**src/rtl/genevr_regs_pkg.sv**
```systemverilog
// Shared constants for the generator/replay register ring: ring widths,
// the out-of-range read pattern and the block tags of each pipeline node.
package genevr_regs_pkg;

  localparam int UDP_ADDR_WIDTH = 23;
  localparam int SRC_WIDTH      = 2;
  localparam int DATA_WIDTH     = 32;

  localparam logic [31:0] DEAD_BEEF = 32'hDEAD_BEEF;

  // Block tags occupy the address bits above the 6-bit in-block word offset.
  localparam logic [16:0] GENEVR_GEN_CTRL_BLOCK_ADDR   = 17'h10010;
  localparam logic [16:0] GENEVR_PKT_GEN_BLOCK_ADDR    = 17'h10011;
  localparam logic [16:0] GENEVR_REPLAY_BLOCK_ADDR     = 17'h10012;
  localparam logic [16:0] GENEVR_TIMESTAMP_BLOCK_ADDR  = 17'h10013;
  localparam logic [16:0] GENEVR_RATE_LIMIT_BLOCK_ADDR = 17'h10014;
  localparam logic [16:0] GENEVR_CAPTURE_BLOCK_ADDR    = 17'h10015;
  localparam logic [16:0] GENEVR_OUT_QUEUE_BLOCK_ADDR  = 17'h10016;
  localparam logic [16:0] GENEVR_REG_BANK_BLOCK_ADDR   = 17'h10017;

endpackage

```
**src/rtl/genevr_sat_counter.sv**
```systemverilog
// Single event counter that sticks at all-ones; a clear coinciding with an
// increment leaves the count at 1 so that event is not lost.
module genevr_sat_counter #(
  parameter int WIDTH = 32
) (
  input  logic             clk,
  input  logic             reset,
  input  logic             inc,
  input  logic             clr,
  output logic [WIDTH-1:0] count
);

  logic [WIDTH-1:0] count_q;
  logic [WIDTH-1:0] count_d;

  always_comb begin
    count_d = count_q;
    if (clr) begin
      count_d = inc ? WIDTH'(1) : '0;
    end else if (inc && (count_q != '1)) begin
      count_d = count_q + WIDTH'(1);
    end
  end

  always_ff @(posedge clk or posedge reset) begin
    if (reset) begin
      count_q <= '0;
    end else begin
      count_q <= count_d;
    end
  end

  assign count = count_q;

endmodule

```
**src/rtl/genevr_reg_bank.sv**
```systemverilog
// Register-ring node holding control, status and saturating counter registers
// behind one block tag; every ring output is registered for clean chaining.
module genevr_reg_bank #(
  parameter int DATA_WIDTH     = genevr_regs_pkg::DATA_WIDTH,
  parameter int UDP_ADDR_WIDTH = genevr_regs_pkg::UDP_ADDR_WIDTH,
  parameter int REG_ADDR_WIDTH = 6,
  parameter logic [UDP_ADDR_WIDTH-REG_ADDR_WIDTH-1:0] BLOCK_ADDR =
    genevr_regs_pkg::GENEVR_REG_BANK_BLOCK_ADDR,
  parameter int SRC_WIDTH      = genevr_regs_pkg::SRC_WIDTH,
  parameter int NUM_RW         = 21,
  parameter int NUM_RO         = 8,
  parameter int NUM_CNTR       = 4,
  parameter logic [DATA_WIDTH*NUM_RW-1:0] RW_RESET = '0,
  parameter bit CLEAR_ON_READ  = 1'b1
) (
  input  logic                           clk,
  input  logic                           reset,
  input  logic                           reg_req_in,
  input  logic                           reg_ack_in,
  input  logic                           reg_rd_wr_L_in,
  input  logic [UDP_ADDR_WIDTH-1:0]      reg_addr_in,
  input  logic [DATA_WIDTH-1:0]          reg_data_in,
  input  logic [SRC_WIDTH-1:0]           reg_src_in,
  output logic                           reg_req_out,
  output logic                           reg_ack_out,
  output logic                           reg_rd_wr_L_out,
  output logic [UDP_ADDR_WIDTH-1:0]      reg_addr_out,
  output logic [DATA_WIDTH-1:0]          reg_data_out,
  output logic [SRC_WIDTH-1:0]           reg_src_out,
  output logic [DATA_WIDTH*NUM_RW-1:0]   rw_regs,
  output logic [NUM_RW-1:0]              rw_wr_strobe,
  input  logic [DATA_WIDTH*NUM_RO-1:0]   ro_regs,
  input  logic [NUM_CNTR-1:0]            cntr_inc
);

  import genevr_regs_pkg::*;

  localparam int RO_BASE   = NUM_RW;
  localparam int CNTR_BASE = NUM_RW + NUM_RO;
  localparam logic [DATA_WIDTH-1:0] OOR_DATA = DATA_WIDTH'(DEAD_BEEF);

  if (NUM_RW + NUM_RO + NUM_CNTR > 2**REG_ADDR_WIDTH) begin : g_map_overflow
    $error("genevr_reg_bank: register map does not fit in REG_ADDR_WIDTH");
  end

  logic                      claim;
  logic [31:0]               offset;

  logic                      req_q, req_d;
  logic                      ack_q, ack_d;
  logic                      rd_wr_L_q, rd_wr_L_d;
  logic [UDP_ADDR_WIDTH-1:0] addr_q, addr_d;
  logic [DATA_WIDTH-1:0]     data_q, data_d;
  logic [SRC_WIDTH-1:0]      src_q, src_d;
  logic [DATA_WIDTH-1:0]     rw_q [NUM_RW];
  logic [DATA_WIDTH-1:0]     rw_d [NUM_RW];
  logic [NUM_RW-1:0]         strobe_q, strobe_d;
  logic [NUM_CNTR-1:0]       cntr_clr;
  logic [DATA_WIDTH-1:0]     cntr_val [NUM_CNTR];

  assign claim  = reg_req_in && !reg_ack_in &&
                  (reg_addr_in[UDP_ADDR_WIDTH-1:REG_ADDR_WIDTH] == BLOCK_ADDR);
  assign offset = 32'(reg_addr_in[REG_ADDR_WIDTH-1:0]);

  always_comb begin
    req_d     = reg_req_in;
    ack_d     = reg_ack_in;
    rd_wr_L_d = reg_rd_wr_L_in;
    addr_d    = reg_addr_in;
    data_d    = reg_data_in;
    src_d     = reg_src_in;
    rw_d      = rw_q;
    strobe_d  = '0;
    cntr_clr  = '0;

    if (claim) begin
      ack_d = 1'b1;
      if (reg_rd_wr_L_in) begin
        data_d = OOR_DATA;
        for (int i = 0; i < NUM_RW; i++) begin
          if (offset == 32'(i)) data_d = rw_q[i];
        end
        for (int i = 0; i < NUM_RO; i++) begin
          if (offset == 32'(RO_BASE + i)) data_d = ro_regs[DATA_WIDTH*i +: DATA_WIDTH];
        end
        // The old count is returned; a same-cycle increment survives the clear.
        for (int i = 0; i < NUM_CNTR; i++) begin
          if (offset == 32'(CNTR_BASE + i)) begin
            data_d      = cntr_val[i];
            cntr_clr[i] = CLEAR_ON_READ;
          end
        end
      end else begin
        for (int i = 0; i < NUM_RW; i++) begin
          if (offset == 32'(i)) begin
            rw_d[i]     = reg_data_in;
            strobe_d[i] = 1'b1;
          end
        end
      end
    end
  end

  always_ff @(posedge clk or posedge reset) begin
    if (reset) begin
      req_q     <= 1'b0;
      ack_q     <= 1'b0;
      rd_wr_L_q <= 1'b0;
      addr_q    <= '0;
      data_q    <= '0;
      src_q     <= '0;
      strobe_q  <= '0;
      for (int i = 0; i < NUM_RW; i++) begin
        rw_q[i] <= RW_RESET[DATA_WIDTH*i +: DATA_WIDTH];
      end
    end else begin
      req_q     <= req_d;
      ack_q     <= ack_d;
      rd_wr_L_q <= rd_wr_L_d;
      addr_q    <= addr_d;
      data_q    <= data_d;
      src_q     <= src_d;
      strobe_q  <= strobe_d;
      rw_q      <= rw_d;
    end
  end

  for (genvar g = 0; g < NUM_CNTR; g++) begin : g_cntr
    genevr_sat_counter #(
      .WIDTH (DATA_WIDTH)
    ) u_cntr (
      .clk   (clk),
      .reset (reset),
      .inc   (cntr_inc[g]),
      .clr   (cntr_clr[g]),
      .count (cntr_val[g])
    );
  end

  for (genvar g = 0; g < NUM_RW; g++) begin : g_rw_out
    assign rw_regs[DATA_WIDTH*g +: DATA_WIDTH] = rw_q[g];
  end

  assign reg_req_out     = req_q;
  assign reg_ack_out     = ack_q;
  assign reg_rd_wr_L_out = rd_wr_L_q;
  assign reg_addr_out    = addr_q;
  assign reg_data_out    = data_q;
  assign reg_src_out     = src_q;
  assign rw_wr_strobe    = strobe_q;

endmodule

```
**config.mk**
```make
export PLATFORM = sky130hd
export DESIGN_NAME = genevr_reg_bank
export DESIGN_NICKNAME = d
export VERILOG_FILES = /design/src/rtl/genevr_regs_pkg.sv /design/src/rtl/genevr_sat_counter.sv /design/src/rtl/genevr_reg_bank.sv
export SDC_FILE = /design/constraint.sdc
export NUM_CORES = 2
export LEC_CHECK = 0
export CAP_MARGIN = 20
export CORE_AREA = 3 3 420 422
export CTS_CLUSTER_SIZE = 14
export DETAILED_ROUTE_END_ITERATION = 8
export DIE_AREA = 0 0 423 425
export PLACE_DENSITY = 0.5
export SLEW_MARGIN = 20
export SYNTH_ARGS = -nofsm -noshare
export SYNTH_HDL_FRONTEND = slang
export SYNTH_HIERARCHICAL = 1
export SYNTH_SLANG_ARGS = --single-unit
```
**constraint.sdc**
```tcl
create_clock -name clk -period 76.2 [get_ports clk]
set_clock_uncertainty 0.05 [all_clocks]
set_input_delay 15.24 -clock clk [delete_from_list [all_inputs] [get_ports clk]]
set_output_delay 15.24 -clock clk [all_outputs]
set_load 0.01 [all_outputs]
```
## After elaboration in Yosys (flattened, before gate mapping)

Index checks and enable logic that the tools add are counted.

- Register bits after elaboration: 881
- Latch bits: 0
- RAM bits: 0
- ROM bits: 0
- Input port bits: 322
- Word-level logic and storage cells: 184
- Memories: 0

- Add/sub/neg operators: 4
- $mul: 0
- Divide/modulo/power cells: 0
- $lt $le $gt $ge: 0
- Eq/ne operators: 37
- Shift operators: 0
- Multiplexer cells: 77
- Bitwise gates (word level): 1
- Reduce and logical (&&, ||, !) cells: 33

Operator list:

| kind | number |
|---|---|
| $mux 32 | 43 |
| $add 32x1->32 const B | 4 |
| $ne 32x32->1 const B | 4 |
| $eq 6x5->1 const B | 16 |
| $reduce_and 3->1 | 21 |
| $eq 6x4->1 const B | 8 |
| $mux 21 | 2 |
| $logic_not 32->1 | 1 |
| $mux 1 | 30 |
| $eq 6x3->1 const B | 4 |
| $eq 17x17->1 const B | 1 |
| $eq 6x2->1 const B | 2 |
| $mux 4 | 2 |
| $reduce_bool 2->1 | 4 |
| $eq 6x1->1 const B | 1 |
| $eq 6x6->1 const B | 1 |
| $logic_and 1x1->1 | 6 |
| $logic_not 1->1 | 1 |
| $not 1->1 | 1 |

## Longest topological paths before layout

- Word-level depth: 36
- Depth in mapped cells: 13
- Mapped depth without buffers: 8

## Modules after synthesis

Netlist, hierarchy kept.

By module, submodules not included:

| module | instances | cells each | area each (um^2) | seq. area each (um^2) |
|---|---|---|---|---|
| genevr_reg_bank | 1 | 3199 | 35868.2 | 18843.1 |
| genevr_sat_counter at g_cntr[0].u_cntr ... | 3 | 203 | 1808.0 | 800.8 |
| genevr_sat_counter at g_cntr[3].u_cntr | 1 | 212 | 1911.8 | 800.8 |

## Least setup slack after synthesis

Ideal clock, no wire load.

- Kind: input -> register
- Start: input reg_addr_in[2]
- End: register g_cntr[3].u_cntr.count_q[23]
- Data arrival time: 17.479 ns
- Data required time: 76.031 ns
- Setup slack: 58.552 ns
- Stages on the path: 10
- Path buffers: 6
- Cells stage by stage: buf_2 or2_2 buf_2 or4_1 buf_2 nor2_1 clkbuf_1 buf_6 dlygate4sd1_1 o21ba_2

- Longest elaborated chain between the ends: 5
- Elaborated cells on any way between the ends: 6

Ends and longest elaborated chain:

| element | line | text |
|---|---|---|
| start, declared | genevr_reg_bank.sv:21 | `input logic [UDP_ADDR_WIDTH-1:0] reg_addr_in,` |
| $eq 6x6->1 * | genevr_reg_bank.sv:88 | `if (offset == 32'(CNTR_BASE + i)) begin` |
| $mux 1 * | genevr_reg_bank.sv:88 |  |
| $mux 4 * | genevr_reg_bank.sv:78 | `if (reg_rd_wr_L_in) begin` |
| $mux 4 * | genevr_reg_bank.sv:76 | `if (claim) begin` |
| via cntr_clr[3] | genevr_reg_bank.sv:58 | `logic [NUM_CNTR-1:0] cntr_clr;` |
| $mux 32 or $reduce_bool 2->1 (tied branches) | n/a |  |
| end signal, assigned | genevr_sat_counter.sv:29 | `count_q <= count_d;` |
| end, declared | genevr_sat_counter.sv:13 | `logic [WIDTH-1:0] count_q;` |

Mark *: on every way through the listed nets, which the timed path passes. The rest lies on a longest branch.
A chain may end at the register's enable or synchronous reset.

## Worst setup path after layout

- Start: input reg_addr_in[4]
- End: register data_q[9] (netlist: reg_data_out[9])

- Longest elaborated chain between the ends: 36
- Elaborated cells on any way between the ends: 68

Ends and longest elaborated chain:

| element | line | text |
|---|---|---|
| $logic_not 32->1 | genevr_reg_bank.sv:81 | `if (offset == 32'(i)) data_d = rw_q[i];` |
| $mux 32 (21 in series) | genevr_reg_bank.sv:81 |  |
| $mux 32 (8 in series) | genevr_reg_bank.sv:84 | `if (offset == 32'(RO_BASE + i)) data_d = ro_regs[DATA_WIDTH*i +: DATA_WIDTH];` |
| $mux 32 (3 in series) | genevr_reg_bank.sv:88 |  |
| $mux 32 * | genevr_reg_bank.sv:88 |  |
| $mux 32 * | genevr_reg_bank.sv:78 |  |
| $mux 32 * | genevr_reg_bank.sv:76 |  |
| via data_d[9] | genevr_reg_bank.sv:53 | `logic [DATA_WIDTH-1:0] data_q, data_d;` |
| end signal, assigned | genevr_reg_bank.sv:121 | `data_q <= data_d;` |
| end, declared | genevr_reg_bank.sv:53 |  |

Marks and branches as above.

==> impl_summary.log <==
[metrics] area of the multi-input gates: roughly 0.02 mm2
[metrics] cells traversed along the worst timing path: clkdlybuf4s50_1 > and4bb_1 > nand2_2 > buf_4 > o22ai_1 > or4_1 > nor3_1 > nand4_1 > a31oi_1
[metrics] endpoint kind of the worst setup timing path: flip-flop
[metrics] number of distinct library cells after synthesis: 90
[metrics] CTS resizes: 0
[metrics] number of DRC violations after detailed-routing iteration 0: 5092
[metrics] total number of H-tree levels: 3
[metrics] sort of element at the start of the critical path: input port
[metrics] Final Hold Vio Count: 0
[metrics] transition time of the tightest slew-check pin: between 1000 and 1500 ps
[metrics] Critical path buffers and inverters: 2
[metrics] ratio of final minimum period to clock period: about 26%
[metrics] logic gate share of total power: under 10%
[metrics] sw frac: between 20% and 30%
[metrics] Fin Setup TNS: 0 ps
[metrics] clock-pin slew of the registers on the worst-case setup and hold paths: about 60 ps
[metrics] Worst Path Required: 76820 ps
[metrics] residual overflow from global routing: 0
[metrics] slowest cell on the critical path: sky130_fd_sc_hd__clkdlybuf4s50_1
[metrics] Post-synth top flop: sky130_fd_sc_hd__dfrtp_1
[metrics] via count of the first global-routing pass: about 41000
[metrics] Avg Cell Area, Syn: around 11 um2
[metrics] first element of the critical path: reg_addr_in[4]
[metrics] clock network latency to the later pin of the worst-skew pair: approximately 780 ps
[metrics] Total Wirelength: 308.2 mm
[metrics] result of the run: finished, final reports clean
[metrics] depth of the critical timing path with buffers and inverters included: 9
[metrics] area inside the core boundary: about 0.17 mm2
[metrics] relative slew slack: roughly 15%
[metrics] top cell family by delay on the critical path: simple AND/OR/NAND/NOR gates
[metrics] total of warnings raised by yosys: 6
[metrics] post-CTS repair timing setup buffer count: 0
[metrics] wire per inst: 41.35 um
[metrics] maximum number of pins on one net before global-route repair: approximately 160
[metrics] Tot GR Track Use: about a third
[metrics] Chip Width: roughly 420 um
[metrics] largest area contributor in the netlist: sky130_fd_sc_hd__dfrtp_1
[metrics] antenna violations before repair: 35
[metrics] worst vdd rail ir drop: ~0.017 mV
[metrics] Worst Hold Class: flip-flop to flip-flop
[metrics] setup violators final: 0
[metrics] clock power share: between 40% and 50%
[metrics] sequential fraction of the synthesis area: roughly half
[metrics] grt met1 use: 39.60%
[metrics] number of nets with antenna violations after routing: 0
[metrics] Root Buffer: sky130_fd_sc_hd__clkbuf_16
[metrics] height of the die: roughly 430 um
[metrics] Die ar.: 0.1798 mm2
[metrics] DRC: 0
[metrics] final worst path period need: approximately 20000 ps
[metrics] proportion of synthesized flip-flops having asynchronous set or reset: between 90% and 100%
[metrics] Static Leakage: roughly 26 nW
[metrics] fillcell total: between 15000 and 20000
[metrics] clock tree from TritonCTS: yes
[metrics] Critical Path End: reg_data_out[9]$_DFF_PP0_
[metrics] largest incremental delay on the critical path: approximately 1200 ps
[metrics] power per cell area: 19.22 mW/mm2
[metrics] global-route track usage on met3: 9.980%
[metrics] vias: roughly 43000
[metrics] most utilized layer in the global route result: met2
[metrics] netlist area before placement: approximately 0.043 mm2
[metrics] area added between synthesis and finish: 40.48%
[metrics] boundary pin count: 1075
[metrics] Reg2Reg Capture Point: g_cntr[3].u_cntr/count[21]$_DFFE_PP0P_
[metrics] final net count: ~5300
[metrics] kind of critical path: input port to flip-flop
[metrics] startpoint of the lowest-slack register-to-register path: g_cntr[3].u_cntr/count[0]$_DFFE_PP0P_
[metrics] num rows: 153
[metrics] cell-internal power: roughly 0.85 mW
[metrics] global routing met2 resource utilization: between 50% and 60%
[metrics] RePlAce Congestion: between 0.9 and 1
[metrics] count of flip-flops with a built-in enable after synthesis: 0
[metrics] max-cap viol count: 0
[metrics] clk buf depth: 3
[metrics] top fanout value on the critical path: 31
[metrics] wire length of the first global-routing pass: between 400 and 500 mm
[metrics] Reg2Reg Setup Slack: 73070 ps
[metrics] detailed-routing iteration count for the pre-antenna-repair pass: 6
[metrics] leading cell type by number of instances after synthesis: sky130_fd_sc_hd__dfrtp_1
[metrics] layout cells sized above 1: a little over a fifth
[metrics] effective utilization at floorplan: approximately 25%
[metrics] hold buffer count at cts: 0
[metrics] Buffers on Ports: ~1100
[metrics] sequential share of power: a little over two fifths
[metrics] Vias per Instance: ~5.7
[metrics] RSZ-0062 raised after global routing: no
[metrics] cell count after synthesis: between 4000 and 5000
[metrics] Data arrival, critical path: ~20000 ps
[metrics] count of state elements after synthesis: between 800 and 900
[metrics] top area cells in the synthesized netlist: sky130_fd_sc_hd__dfrtp_1, sky130_fd_sc_hd__mux2_2, sky130_fd_sc_hd__nand2_1, sky130_fd_sc_hd__o22ai_1, sky130_fd_sc_hd__a21oi_1
[metrics] sum of net half-perimeters after detailed placement: around 230 mm
[metrics] synthesized net count: ~4300
[metrics] logic depth of the worst register-to-register path: 7
[metrics] total power consumption of the routed design: roughly 1.2 mW
[metrics] most used standard cells in the synthesized netlist: sky130_fd_sc_hd__dfrtp_1, sky130_fd_sc_hd__mux2_2, sky130_fd_sc_hd__nand2_1
[metrics] Net Sw Power: ~0.32 mW
[metrics] footprint of the flip-flops and latches: approximately 0.022 mm2
[metrics] area share of the largest cell type after synthesis: between 50 and 60%
[metrics] total CTS buffers: 110
[metrics] clk sinks: about 880
[metrics] final-report max-slew violation count: 0
[metrics] FMAX: roughly 50 MHz
[logic make-up (layout without fill, tap and decap cells)]
kind of cell               count (synthesis)  in the layout  share of synthesized area, %
xor gates and xnor gates                   9              9                        0.1825
other                                      0             22                             0
AOI/OAI and AO/OA                        988            988                         14.57
adders and majority gates                  4              4                        0.1158
and+or+nand+nor                         1097           1097                         12.86
muxes                                    660            660                         17.27
DFF                                      881            881                         51.03
buffers and inverters                    381           1466                         3.962
[flip-flops by register name, indices dropped and copies added (netlist names)]
name and count:
rw_regs 672, g_cntr.u_cntr/count 128, reg_data_out 32, reg_addr_out 23, rw_wr_strobe 21, reg_src_out 2
reg_ack_out 1, reg_rd_wr_L_out 1, reg_req_out 1
[metal layers]
| metal | share of wire, % | vias up |
|---|---|---|
| met2 | 46 | 2496 |
| met5 | 0.020 | - |
| met3 | 9.4 | 576 |
| li1 | - | 17060 |
| met4 | 6.5 | 10 |
| met1 | 38 | 22610 |
[how the worst min path moves through the flow]
stage	startpoint	endpoint	depth (start not counted)
finish	rw_regs[629]$_DFFE_PP0P_	rw_regs[629]$_DFFE_PP0P_	2
global route	rw_regs[632]$_DFFE_PP0P_	rw_regs[632]$_DFFE_PP0P_	2
CTS	rw_regs[629]$_DFFE_PP0P_	rw_regs[629]$_DFFE_PP0P_	2
detailed placement	rw_regs[629]$_DFFE_PP0P_	rw_regs[629]$_DFFE_PP0P_	2
global placement	rw_regs[635]$_DFFE_PP0P_	rw_regs[635]$_DFFE_PP0P_	2
floorplan	rw_regs[669]$_DFFE_PP0P_	rw_regs[669]$_DFFE_PP0P_	2
[stage by stage]
stage	worst slack (ps)	area [um2]	util, %	hold WS, ps	cells
after global placement	55640	56710	32.69	425.0	7226
final	56540	60690	34.99	444.5	7452
after CTS	56590	60620	34.95	445.6	7428
after global routing	56660	60660	34.97	471.5	7439
after detailed placement	55790	56720	32.71	432.5	7228
after floorplan	39780	43200	-	465.3	4020
[placed cells by master, fill, tap and decap left out, types with 16 or more instances in the layout]
cell	synthesis	layout
sky130_fd_sc_hd__nand2_1	378	358
sky130_fd_sc_hd__nor2b_1	22	20
sky130_fd_sc_hd__a211oi_1	16	16
sky130_fd_sc_hd__or4_1	61	61
sky130_fd_sc_hd__or3_1	58	57
sky130_fd_sc_hd__clkdlybuf4s50_1	0	1060
sky130_fd_sc_hd__a21oi_1	245	245
sky130_fd_sc_hd__diode_2	0	22
sky130_fd_sc_hd__nand2_2	3	21
sky130_fd_sc_hd__a221oi_1	25	25
sky130_fd_sc_hd__nand2b_1	16	16
sky130_fd_sc_hd__dfrtp_1	881	881
sky130_fd_sc_hd__inv_1	38	35
sky130_fd_sc_hd__nor2_1	205	187
sky130_fd_sc_hd__mux2i_1	20	20
sky130_fd_sc_hd__buf_4	11	148
sky130_fd_sc_hd__clkbuf_16	0	110
sky130_fd_sc_hd__nand4_1	54	54
sky130_fd_sc_hd__nor3_1	57	57
sky130_fd_sc_hd__o21ai_0	169	169
sky130_fd_sc_hd__nor2_4	0	24
sky130_fd_sc_hd__clkbuf_1	163	24
sky130_fd_sc_hd__nand3_1	86	86
sky130_fd_sc_hd__clkbuf_8	0	20
sky130_fd_sc_hd__o31ai_1	38	38
sky130_fd_sc_hd__mux2_2	605	605
sky130_fd_sc_hd__o221ai_1	38	38
sky130_fd_sc_hd__a22oi_1	39	39
sky130_fd_sc_hd__clkinv_2	0	17
sky130_fd_sc_hd__mux2_1	30	30
sky130_fd_sc_hd__o22ai_1	225	225
sky130_fd_sc_hd__nor2_2	22	16
sky130_fd_sc_hd__o21ai_1	28	28
sky130_fd_sc_hd__o2111ai_1	17	17
sky130_fd_sc_hd__nor4_1	59	54
sky130_fd_sc_hd__o211ai_1	16	16
[power by group through the flow]
| stage | Combinational, mW | Clock (mW) | Sequential [mW] |
|---|---|---|---|
| 2_1_floorplan | 0.0419 | 0 | 0.494 |
| 3_3_place_gp | 0.103 | 0 | 0.497 |
| 3_5_place_dp | 0.103 | 0 | 0.497 |
| 4_1_cts | 0.104 | 0.580 | 0.489 |
| 5_1_grt | 0.109 | 0.598 | 0.490 |
| 6_report | 0.105 | 0.573 | 0.489 |
[cell type report]
class                   instances  share of cell area, %
diodes                         22                0.09071
flip-flops and latches        881                  36.32
repair buffers               1227                  19.57
well taps                    2325                  4.793
clock inverters                47                  1.299
inverters                      39                 0.2536
clock buffers                 153                  5.115
multi-input cells            2758                  32.55
[worst register-to-register path, stage by stage (launching register included)]
cell,delay (ps)
sky130_fd_sc_hd__dfrtp_1,440
sky130_fd_sc_hd__ha_1,200
sky130_fd_sc_hd__nand3_1,330
sky130_fd_sc_hd__or4_1,660
sky130_fd_sc_hd__o21ai_2,540
sky130_fd_sc_hd__buf_4,390
sky130_fd_sc_hd__nor4_1,130
sky130_fd_sc_hd__mux2_2,300
Power figures use the tool's default switching activity.
